**src/rtl/lsu_mem_ctrl_if.sv**
```systemverilog
// rtl/lsu_mem_ctrl_if.sv - doubleword data-memory port (req/gnt/rvalid) between the LSU and memory
interface lsu_mem_ctrl_if;
    logic        mem_req;
    logic        mem_we;
    logic [63:0] mem_addr;
    logic [7:0]  mem_wmask;
    logic [63:0] mem_wdata;
    logic        mem_gnt;
    logic        mem_rvalid;
    logic [63:0] mem_rdata;

    modport master (
        output mem_req, mem_we, mem_addr, mem_wmask, mem_wdata,
        input  mem_gnt, mem_rvalid, mem_rdata
    );

    modport slave (
        input  mem_req, mem_we, mem_addr, mem_wmask, mem_wdata,
        output mem_gnt, mem_rvalid, mem_rdata
    );
endinterface

```
**src/rtl/lsu_mem_ctrl.sv**
```systemverilog
// rtl/lsu_mem_ctrl.sv - RV64I load/store unit, one access at a time; LSU_MISALIGN_EN enables the alignment fault check
module lsu_mem_ctrl #(
    parameter int TIMEOUT = 255
) (
    input  logic           clock,
    input  logic           reset,
    input  logic           in_valid,
    output logic           in_ready,
    input  logic [6:0]     lsu_op,
    input  logic [63:0]    addr,
    input  logic [63:0]    wdata,
    input  logic [4:0]     rd,
    lsu_mem_ctrl_if.master mem,
    output logic           wb_valid,
    input  logic           wb_ready,
    output logic           wb_we,
    output logic [4:0]     wb_rd,
    output logic [63:0]    wb_data,
    output logic           wb_err
);
    localparam int CW = (TIMEOUT > 1) ? $clog2(TIMEOUT) : 1;
    localparam logic [CW-1:0] CNT_LAST = CW'(TIMEOUT - 1);

    typedef enum logic [1:0] {S_IDLE, S_REQ, S_WAIT, S_DONE} state_t;

    state_t        state_q, state_d;
    logic          we_q, we_d;
    logic [3:0]    size_q, size_d;
    logic          uns_q, uns_d;
    logic [2:0]    a_q, a_d;
    logic [63:0]   addr_q, addr_d;
    logic [7:0]    wmask_q, wmask_d;
    logic [63:0]   wdata_q, wdata_d;
    logic [4:0]    rd_q, rd_d;
    logic [CW-1:0] cnt_q, cnt_d;
    logic          wb_we_q, wb_we_d;
    logic          wb_err_q, wb_err_d;
    logic [63:0]   wb_data_q, wb_data_d;

    logic          op_en, op_we, op_uns;
    logic [3:0]    op_size;
    logic          size_ok;
    logic          misaligned;
    logic          timeout_hit;
    logic [7:0]    in_mask;
    logic [63:0]   rd_shift;
    logic [63:0]   ld_ext;

    assign {op_en, op_we, op_size, op_uns} = lsu_op;
    assign size_ok = (op_size == 4'b0001) || (op_size == 4'b0010) ||
                     (op_size == 4'b0100) || (op_size == 4'b1000);
    assign timeout_hit = (TIMEOUT != 0) && (cnt_q == CNT_LAST);

`ifdef LSU_MISALIGN_EN
    // Natural-alignment check on the incoming address
    always_comb begin
        misaligned = (op_size[1] && addr[0]) ||
                     (op_size[2] && (addr[1:0] != 2'b00)) ||
                     (op_size[3] && (addr[2:0] != 3'b000));
    end
`else
    assign misaligned = 1'b0;
`endif

    // Byte enables for the incoming access; lanes shifted past byte 7 fall off
    always_comb begin
        in_mask = 8'h01 << addr[2:0];
        if (op_size[3]) begin
            in_mask = 8'hFF;
        end else if (op_size[2]) begin
            in_mask = 8'h0F << addr[2:0];
        end else if (op_size[1]) begin
            in_mask = 8'h03 << addr[2:0];
        end
    end

    // Move the addressed bytes of the read doubleword to the bottom, then sign/zero extend
    always_comb begin
        rd_shift = mem.mem_rdata >> {a_q, 3'b000};
        ld_ext   = rd_shift;
        if (size_q[2]) begin
            ld_ext = {{32{~uns_q & rd_shift[31]}}, rd_shift[31:0]};
        end else if (size_q[1]) begin
            ld_ext = {{48{~uns_q & rd_shift[15]}}, rd_shift[15:0]};
        end else if (size_q[0]) begin
            ld_ext = {{56{~uns_q & rd_shift[7]}}, rd_shift[7:0]};
        end
    end

    // State and transaction registers; reset abandons any access in flight
    always_ff @(posedge clock) begin
        if (reset) begin
            state_q   <= S_IDLE;
            we_q      <= 1'b0;
            size_q    <= 4'd0;
            uns_q     <= 1'b0;
            a_q       <= 3'd0;
            addr_q    <= 64'd0;
            wmask_q   <= 8'd0;
            wdata_q   <= 64'd0;
            rd_q      <= 5'd0;
            cnt_q     <= '0;
            wb_we_q   <= 1'b0;
            wb_err_q  <= 1'b0;
            wb_data_q <= 64'd0;
        end else begin
            state_q   <= state_d;
            we_q      <= we_d;
            size_q    <= size_d;
            uns_q     <= uns_d;
            a_q       <= a_d;
            addr_q    <= addr_d;
            wmask_q   <= wmask_d;
            wdata_q   <= wdata_d;
            rd_q      <= rd_d;
            cnt_q     <= cnt_d;
            wb_we_q   <= wb_we_d;
            wb_err_q  <= wb_err_d;
            wb_data_q <= wb_data_d;
        end
    end

    // Next state: accept in IDLE, handshake in REQ/WAIT with timeout, retire in DONE
    always_comb begin
        state_d   = state_q;
        we_d      = we_q;
        size_d    = size_q;
        uns_d     = uns_q;
        a_d       = a_q;
        addr_d    = addr_q;
        wmask_d   = wmask_q;
        wdata_d   = wdata_q;
        rd_d      = rd_q;
        cnt_d     = cnt_q;
        wb_we_d   = wb_we_q;
        wb_err_d  = wb_err_q;
        wb_data_d = wb_data_q;
        case (state_q)
            S_IDLE: begin
                if (in_valid) begin
                    we_d      = op_we;
                    size_d    = op_size;
                    uns_d     = op_uns;
                    a_d       = addr[2:0];
                    addr_d    = {addr[63:3], 3'b000};
                    wmask_d   = in_mask;
                    wdata_d   = wdata << {addr[2:0], 3'b000};
                    rd_d      = rd;
                    cnt_d     = '0;
                    wb_we_d   = 1'b0;
                    wb_err_d  = 1'b0;
                    wb_data_d = 64'd0;
                    if (!op_en) begin
                        state_d = S_DONE;
                    end else if (!size_ok || misaligned) begin
                        wb_err_d = 1'b1;
                        state_d  = S_DONE;
                    end else begin
                        state_d = S_REQ;
                    end
                end
            end
            S_REQ: begin
                if (mem.mem_gnt) begin
                    cnt_d   = '0;
                    state_d = we_q ? S_DONE : S_WAIT;
                end else if (timeout_hit) begin
                    wb_err_d = 1'b1;
                    state_d  = S_DONE;
                end else begin
                    cnt_d = cnt_q + CW'(1);
                end
            end
            S_WAIT: begin
                if (mem.mem_rvalid) begin
                    wb_data_d = ld_ext;
                    wb_we_d   = 1'b1;
                    state_d   = S_DONE;
                end else if (timeout_hit) begin
                    wb_err_d = 1'b1;
                    state_d  = S_DONE;
                end else begin
                    cnt_d = cnt_q + CW'(1);
                end
            end
            default: begin
                if (wb_ready) begin
                    state_d = S_IDLE;
                end
            end
        endcase
    end

    // Outputs are pure functions of the registered state, so they hold steady under back-pressure
    always_comb begin
        in_ready      = (state_q == S_IDLE);
        wb_valid      = (state_q == S_DONE);
        mem.mem_req   = (state_q == S_REQ);
        mem.mem_we    = (state_q == S_REQ) && we_q;
        mem.mem_addr  = addr_q;
        mem.mem_wmask = wmask_q;
        mem.mem_wdata = wdata_q;
        wb_we         = wb_we_q;
        wb_rd         = rd_q;
        wb_data       = wb_data_q;
        wb_err        = wb_err_q;
    end
endmodule

```
**src/flat_wrapper.sv**
```systemverilog
// flat-port wrapper written by rule: the top's interface ports become plain ports
module lsu_mem_ctrl_flat 
#(
    parameter int TIMEOUT = 255
)
  (clock, reset, in_valid, in_ready, lsu_op, addr, wdata, rd, wb_valid, wb_ready, wb_we, wb_rd, wb_data, wb_err, mem_mem_req, mem_mem_we, mem_mem_addr, mem_mem_wmask, mem_mem_wdata, mem_mem_gnt, mem_mem_rvalid, mem_mem_rdata);
  lsu_mem_ctrl_if mem_i ();
  input  logic clock;
  input  logic reset;
  input  logic in_valid;
  output logic in_ready;
  input  logic [6:0] lsu_op;
  input  logic [63:0] addr;
  input  logic [63:0] wdata;
  input  logic [4:0] rd;
  output logic wb_valid;
  input  logic wb_ready;
  output logic wb_we;
  output logic [4:0] wb_rd;
  output logic [63:0] wb_data;
  output logic wb_err;
  output wire logic [$bits(mem_i.mem_req)-1:0] mem_mem_req;
  output wire logic [$bits(mem_i.mem_we)-1:0] mem_mem_we;
  output wire logic [$bits(mem_i.mem_addr)-1:0] mem_mem_addr;
  output wire logic [$bits(mem_i.mem_wmask)-1:0] mem_mem_wmask;
  output wire logic [$bits(mem_i.mem_wdata)-1:0] mem_mem_wdata;
  input wire logic [$bits(mem_i.mem_gnt)-1:0] mem_mem_gnt;
  input wire logic [$bits(mem_i.mem_rvalid)-1:0] mem_mem_rvalid;
  input wire logic [$bits(mem_i.mem_rdata)-1:0] mem_mem_rdata;
  assign mem_mem_req = mem_i.mem_req;
  assign mem_mem_we = mem_i.mem_we;
  assign mem_mem_addr = mem_i.mem_addr;
  assign mem_mem_wmask = mem_i.mem_wmask;
  assign mem_mem_wdata = mem_i.mem_wdata;
  assign mem_i.mem_gnt = mem_mem_gnt;
  assign mem_i.mem_rvalid = mem_mem_rvalid;
  assign mem_i.mem_rdata = mem_mem_rdata;
  lsu_mem_ctrl #(.TIMEOUT(TIMEOUT)) u_core (.clock(clock), .reset(reset), .in_valid(in_valid), .in_ready(in_ready), .lsu_op(lsu_op), .addr(addr), .wdata(wdata), .rd(rd), .mem(mem_i), .wb_valid(wb_valid), .wb_ready(wb_ready), .wb_we(wb_we), .wb_rd(wb_rd), .wb_data(wb_data), .wb_err(wb_err));
endmodule
```
**config.mk**
```make
export PLATFORM = sky130hd
export DESIGN_NAME = lsu_mem_ctrl_flat
export DESIGN_NICKNAME = d
export VERILOG_FILES = /design/src/rtl/lsu_mem_ctrl_if.sv /design/src/rtl/lsu_mem_ctrl.sv /design/src/flat_wrapper.sv
export SDC_FILE = /design/constraint.sdc
export NUM_CORES = 1
export LEC_CHECK = 0
export ABC_AREA = 1
export CAP_MARGIN = 40
export CORE_ASPECT_RATIO = 0.8
export CORE_MARGIN = 2
export CORE_UTILIZATION = 45
export CTS_BUF_LIST = sky130_fd_sc_hd__clkbuf_4
export DETAILED_ROUTE_END_ITERATION = 10
export PLACE_DENSITY = 0.78
export SYNTH_ARGS = -nofsm -noshare
export SYNTH_HDL_FRONTEND = slang
export SYNTH_SLANG_ARGS = --single-unit
```
**constraint.sdc**
```tcl
create_clock -name clock -period 2.3 [get_ports clock]
set_input_delay 0.23 -clock clock [delete_from_list [all_inputs] [get_ports clock]]
set_output_delay 0.23 -clock clock [all_outputs]
set_load 0.1 [all_outputs]
```
==> flow_metrics.py, run 1 <==
metrics = {
    "cts": {
        "cts_resized": 0,
        "numClockSinks": 222,
        "postCtsSetupRepairBufs": 0,
        "cts-htree-levels": 2,
        "postCtsHoldBufs": 0,
        "cts_root_buffer": "clkbuf_4",
        "cts_tree": "done",
        "clock_latency_ns": 0.66,
        "clkTransAtPathRegs_ns": 0.06,
        "clockBufferDepth": 3,
        "numCtsBuffers": 58,
    },
    "floorplan": {
        "num_rows": 52,
        "fp.coreArea_mm2": 0.0255,
        "io_pins": 421,
        "die_w_um": 185,
        "initial_utilization": 0.461,
        "die_y_um": 149,
        "die_area_mm2": 0.0275,
    },
    "sta": {
        "fin_crit_ns": 2.08,
        "setup-tns-final_ns": 0,
        "relSlewSlack": 0.442,
        "fin_crit_sh": 0.904,
        "clock_skew_ns": 0.0371,
        "finalSetupViolCount": 0,
        "rsz0062_at_grt": "no",
        "drv_slew": 0,
        "fmax_mhz": 481,
        "hold_viol_final": 0,
        "worst_slew_pin_slew_ns": 0.835,
    },
    "pwr": {
        "power_mw": 20.1,
        "power_density_mw_per_mm2": 1230,
        "vdd_ir_drop_max_uv": 611,
        "p_leak_nw": 7.28,
    },
    "final_layout": {
        "drive_above_1_share": 0.162,
        "final_util": 0.639,
        "area_growth_pct": 38.7,
        "nFillCells": 2404,
        "final_design_area_no_fill_mm2": 0.0163,
        "fin_nets": 2405,
    },
    "worst_setup_path": {
        "cpPeakStageDelay_ns": 0.37,
        "crit_buf_inv": 3,
        "path_max_fanout": 7,
        "endpoint_kind": "output pin",
        "path_cells": "inv_1 -> ha_1 -> nand2_1 -> inv_1 -> buf_12",
        "start_kind": "register",
        "cp.required_ns": 2.07,
        "cpMostUsedCell": "inv_1",
        "crit_path_top_delay_cell": "dfxtp_1",
        "crit_type": "reg2out",
        "crit_family": "buffers and inverters",
        "worstPathArrival_ns": 1.85,
    },
    "synth": {
        "synth-main-ff-cell": "dfxtp_1",
        "synth_seq_area_share": 0.378,
        "synth-seq-cells": 222,
        "postSynthAreaPerCell_um2": 6.48,
        "netlist-cell-type-count": 38,
        "synth_top_area_cell": "dfxtp_1",
        "syn_area_mm2": 0.0118,
        "yosys.area.top_type_share": 0.378,
        "syn_inst": 1816,
        "synth_edf_count": 0,
        "yosysWarnings": 0,
        "ys_async_sr_fraction": 0,
        "synth_area_leaders": "dfxtp_1, nand2_1, o21ai_0",
    },
    "run_status": {
        "status": "completed",
    },
    "grt": {
        "antenna_found_initial": 3,
        "first_global_vias": 12689,
        "grt.total_usage": 0.316,
        "grt_start_max_net_pins": 130,
        "grt_pass1_wl_um": 68700,
        "overflow": 0,
    },
    "placement": {
        "routabilityCongestion": 0.963,
        "hpwlAfterDp_um": 33400,
        "portBuffers": 417,
        "dpl_cell_area_mm2": 0.0156,
    },
    "route": {
        "remaining_drc_errors": 0,
        "wl_per_cell_um": 17.5,
        "routed_wirelength_um": 45100,
        "drt_iter0_markers": 1326,
        "vias": 13914,
        "drt-vias-per-instance": 5.41,
        "final_antenna_net_count": 0,
        "dr.pass1.iters": 6,
    },
    "min_path": {
        "min_path_type": "in2reg",
    },
    "run": {
        "max-cap-violations": 0,
    },
}
## synth_stat cells (2+ instances only)
| master | n |
|---|---|
| inv_2 | 6 |
| nor2_2 | 2 |
| a21oi_1 | 144 |
| nand3_1 | 96 |
| o311ai_1 | 5 |
| buf_6 | 11 |
| clkinv_1 | 2 |
| buf_2 | 38 |
| nor2_1 | 194 |
| buf_4 | 8 |
| dfxtp_1 | 222 |
| nand4_1 | 49 |
| a22oi_1 | 18 |
| mux2i_1 | 14 |
| nand2_1 | 556 |
| o21ai_1 | 16 |
| inv_1 | 89 |
| ha_1 | 7 |
| o21ai_0 | 172 |
| nand3_2 | 2 |
| nand2_2 | 5 |
| or2_2 | 2 |
| o211ai_1 | 38 |
| o31ai_1 | 2 |
| a31oi_1 | 10 |
| clkbuf_1 | 75 |
| buf_1 | 10 |
| o22ai_1 | 7 |
| nor3_1 | 4 |
| o21a_1 | 4 |
## flip-flops by register name, indices dropped and copies added (netlist names), 2 cells and up
signal / cells
u_core.a_q: 3
u_core.cnt_q: 8
u_core.mem.mem_addr: 61
u_core.mem.mem_wdata: 64
u_core.mem.mem_wmask: 8
u_core.size_q: 3
u_core.state_q: 2
u_core.wb_data: 64
u_core.wb_rd: 5
## layer usage
metal | vias up | track usage | part of all wire
li1 | 6781 | - | -
met1 | 6306 | 0.418 | 0.41
met2 | 723 | 0.501 | 0.45
met3 | 102 | 0.0717 | 0.092
met4 | 2 | 0.125 | 0.038
met5 | - | 0 | 0.00035
## metrics by stage
step                      worst slack (ns)  std cells  hold WS [ns]
after floorplan                     0.0418       1818         0.381
final                                0.221       2574         0.105
after global placement               0.303       2479         0.455
after CTS                            0.159       2573        0.0452
after detailed placement             0.214       2479         0.456
after global routing                0.0482       2574         0.105
## logic make-up (layout without fill, tap and decap cells)
family,Yosys count,after routing,share of synthesized area
XOR/XNOR,1,1,0.000745
AND/OR/NAND/NOR,912,912,0.316
adder cells (fa/ha/maj),7,7,0.00745
flip-flops,222,222,0.378
AO/OA/AOI/OAI,420,420,0.196
multiplexers,14,14,0.0119
other,1,4,0.000319
buffers and inverters,239,643,0.0899
## cell type report
class / instances / area (µm²) / area share
multi-input combinational: 1357 / 6300 / 0.386
antenna: 1 / 2.50 / 0.000153
inverter: 97 / 364 / 0.0223
sequential: 222 / 4450 / 0.273
clock buffer: 87 / 653 / 0.0400
clock inverter: 7 / 55.1 / 0.00338
timing repair buffer: 452 / 4050 / 0.248
tap: 351 / 439 / 0.0269
## power by group
group	total [mW]	switching, mW	internal (mW)
Sequential	5.03	0.474	4.55
Combinational	11.7	8.91	2.78
Clock	3.39	1.59	1.81
Total	20.1	11.0	9.14
## worst register-to-register path, stage by stage, from the launching register on
cell and delay [ns]:
dfxtp_1 0.44, inv_1 0.13, ha_4 0.20, inv_1 0.09
nor2_2 0.06, nor2_2 0.22, inv_1 0.16, a21oi_1 0.28
o31ai_1 0.21, a21oi_1 0.16
## worst paths after layout
kind                                   startpoint                              end  slack (ns)  depth (start not counted)
setup / recovery   u_core.state_q[1]$_SDFFE_PP0P_                       mem_mem_we        0.22                          5
hold / removal                              reset    u_core.size_q[2]$_SDFFE_PP0P_        0.11                          4
setup reg to reg   u_core.state_q[1]$_SDFFE_PP0P_   u_core.wb_data[2]$_SDFFE_PP0P_        0.24                          9
hold reg to reg   u_core.wb_data[27]$_SDFFE_PP0P_  u_core.wb_data[27]$_SDFFE_PP0P_        0.46                          2
## cells in the final DEF (no fill, tap or decap), drive strengths merged, types with 3 or more instances in the layout
| cell | instances |
|---|---|
| a21oi | 144 |
| nor2 | 196 |
| conb | 3 |
| o22ai | 7 |
| a31oi | 10 |
| nand2 | 561 |
| mux2i | 14 |
| o211ai | 38 |
| nand4 | 49 |
| nand3 | 98 |
| inv | 95 |
| o21ai | 188 |
| buf | 245 |
| ha | 7 |
| dfxtp | 222 |
| o21a | 4 |
| clkinv | 8 |
| clkbuf | 87 |
| a22oi | 18 |
| nor3 | 4 |
| o311ai | 5 |
| clkdlybuf4s50 | 207 |
(Power assumes the default switching activity.)
==> run 2: changes to the inputs <==
Settings changed: CTS_BUF_LIST sky130_fd_sc_hd__clkbuf_4 to sky130_fd_sc_hd__clkbuf_2, CTS_CLUSTER_DIAMETER set to 50, GPL_TIMING_DRIVEN set to 1.
==> run 2 against run 1 <==
Clock power down 26%; register-to-register slack lost 0.09 ns; routed wire length is 3.5% higher; highest routed layer unchanged; sequential power is essentially flat; clock skew is 0.060 ns higher.
==> flow_metrics.py, run 2 (synthesis results as in run 1) <==
metrics = {
    "grt": {
        "grt_pass1_wl_um": 70600,
        "grt_start_max_net_pins": 130,
        "antenna_found_initial": 4,
        "grt.total_usage": 0.324,
        "first_global_vias": 13127,
        "overflow": 0,
    },
    "worst_setup_path": {
        "crit_type": "reg2out",
        "crit_buf_inv": 3,
        "rr_startpoint": "u_core.state_q[0]$_SDFFE_PP0P_",
        "start_kind": "register",
        "crit_family": "flip-flops",
        "path_cells": "inv_1 -> ha_1 -> nand2_1 -> inv_1 -> buf_12",
        "endpoint_kind": "output pin",
        "cpPeakStageDelay_ns": 0.37,
        "path_max_fanout": 7,
        "worstPathArrival_ns": 1.96,
        "cpMostUsedCell": "inv_1",
        "crit_path_top_delay_cell": "dfxtp_2",
        "setup.worst_path.start": "u_core.state_q[1]$_SDFFE_PP0P_",
        "cp.required_ns": 2.07,
    },
    "sta": {
        "fin_crit_sh": 0.952,
        "fin_crit_ns": 2.19,
        "rsz0062_at_grt": "yes",
        "relSlewSlack": 0.427,
        "fmax_mhz": 456,
        "worst_slew_pin_slew_ns": 0.858,
        "layout_setup_ws_ns": 0.109,
        "finalSetupViolCount": 0,
        "hold_viol_final": 0,
        "drv_slew": 0,
        "clock_skew_ns": 0.0966,
        "hold_slack_ns": 0.0479,
    },
    "min_path": {
        "hold_path.startpoint": "addr[55]",
        "min_path_type": "in2reg",
    },
    "route": {
        "vias": 14331,
        "wl_per_cell_um": 17.8,
        "routed_wirelength_um": 46700,
        "dr.pass1.iters": 5,
        "drt_iter0_markers": 1464,
        "remaining_drc_errors": 0,
        "drt-vias-per-instance": 5.45,
        "final_antenna_net_count": 0,
    },
    "cts": {
        "cts-htree-levels": 2,
        "clkTransAtPathRegs_ns": 0.10,
        "clock_latency_ns": 0.83,
        "postCtsSetupRepairBufs": 0,
        "clockBufferDepth": 3,
        "numClockSinks": 222,
        "numCtsBuffers": 56,
        "cts_root_buffer": "clkbuf_2",
        "cts_tree": "done",
    },
    "run": {
        "max-cap-violations": 0,
    },
    "pwr": {
        "power.switching_mw": 11.1,
        "p_clk_frac": 0.130,
        "pwr-share-comb": 0.611,
        "power_density_mw_per_mm2": 1170,
        "vdd_ir_drop_max_uv": 551,
        "p_sw_frac": 0.570,
        "seqPwrFrac": 0.259,
        "p_leak_nw": 7.45,
        "internal_power_mw": 8.35,
    },
    "floorplan": {
        "io_pins": 421,
        "die_area_mm2": 0.0275,
        "die_y_um": 149,
        "num_rows": 52,
        "die_w_um": 185,
        "initial_utilization": 0.461,
        "fp.coreArea_mm2": 0.0255,
    },
    "final_layout": {
        "layout_common_cells": "nand2_1, buf_4, dfxtp_1, clkdlybuf4s50_1, nor2_1",
        "nFillCells": 2327,
        "layout.cells.non_filler": 2630,
        "drive_above_1_share": 0.156,
        "fin_nets": 2459,
        "area_growth_pct": 41.4,
        "final_common_cell": "nand2_1",
    },
    "run_status": {
        "status": "completed",
    },
    "placement": {
        "routabilityCongestion": 0.963,
        "placedCellCount": 2479,
        "portBuffers": 417,
        "preCtsSetupSlack_ns": 0.214,
        "hpwlAfterDp_um": 33400,
    },
}
run 2: cell count changes in the layout (fill, tap and decap cells not counted), sizes merged:
cell / delta
diode: +1
clkinvlp: +1
dlygate4sd3: +55
bufinv: -1
clkbuf: -5
clkinv: +5
run 2: layer usage:
layer,GRT usage,routed length [µm],vias to the layer above
met2,0.518,21400,807
li1,-,-,6887
met5,0,16,-
met1,0.415,18800,6518
met3,0.0798,4580,117
met4,0.144,1920,2
run 2: power by group through the flow:
| stage | registers, mW | clock network, mW | logic, mW |
|---|---|---|---|
| detailed placement | 5.09 | 0 | 11.6 |
| global route | 5.10 | 2.76 | 12.6 |
| finish | 5.03 | 2.52 | 11.9 |
| CTS | 5.02 | 2.59 | 11.6 |
| global placement | 5.07 | 0 | 11.5 |
| floorplan | 9.40 | 0 | 4.38 |
run 2: path summary, 6_finish.rpt:
check	slack, ns	to	cells past startpoint
min	0.05	u_core.mem.mem_addr[55]$_SDFFE_PP0P_	3
max reg2reg	0.15	u_core.wb_data[16]$_SDFFE_PP0P_	11
min reg2reg	0.47	u_core.wb_data[38]$_SDFFE_PP0P_	2
max	0.11	mem_mem_we	5
run 2: final cells by class:
class                           instances  area, µm²  area share
Antenna cell                            2       5.00    0.000301
Clock buffer                           81        405      0.0244
Clock inverter                         12       50.0     0.00301
Inverter                               97        364      0.0219
Multi-Input combinational cell       1357       6300       0.379
Sequential cell                       222       4450       0.267
Tap cell                              351        439      0.0264
Timing Repair Buffer                  508       4630       0.278
run 2: worst min-delay path: stages:
cell             delay, ns
clkdlybuf4s50_1       0.39
o21ai_0               0.16
nor2_1                0.04
run 2: per-stage QoR:
stage / utilization / setup TNS (ns) / power (mW) / cell area, µm²
global route: 0.652 / -0.243 / 20.5 / 16600
CTS: 0.651 / 0 / 19.3 / 16600
floorplan: - / 0 / 13.8 / 11800
detailed placement: 0.611 / 0 / 16.6 / 15600
global placement: 0.611 / 0 / 16.6 / 15600
finish: 0.652 / 0 / 19.4 / 16600
run 2: repair_timing:
item,CTS,global route
gates cloned,0,1
resized for setup,1,4
hold endpoints to repair,112,0
setup endpoints to repair,2,64
hold buffers,55,0
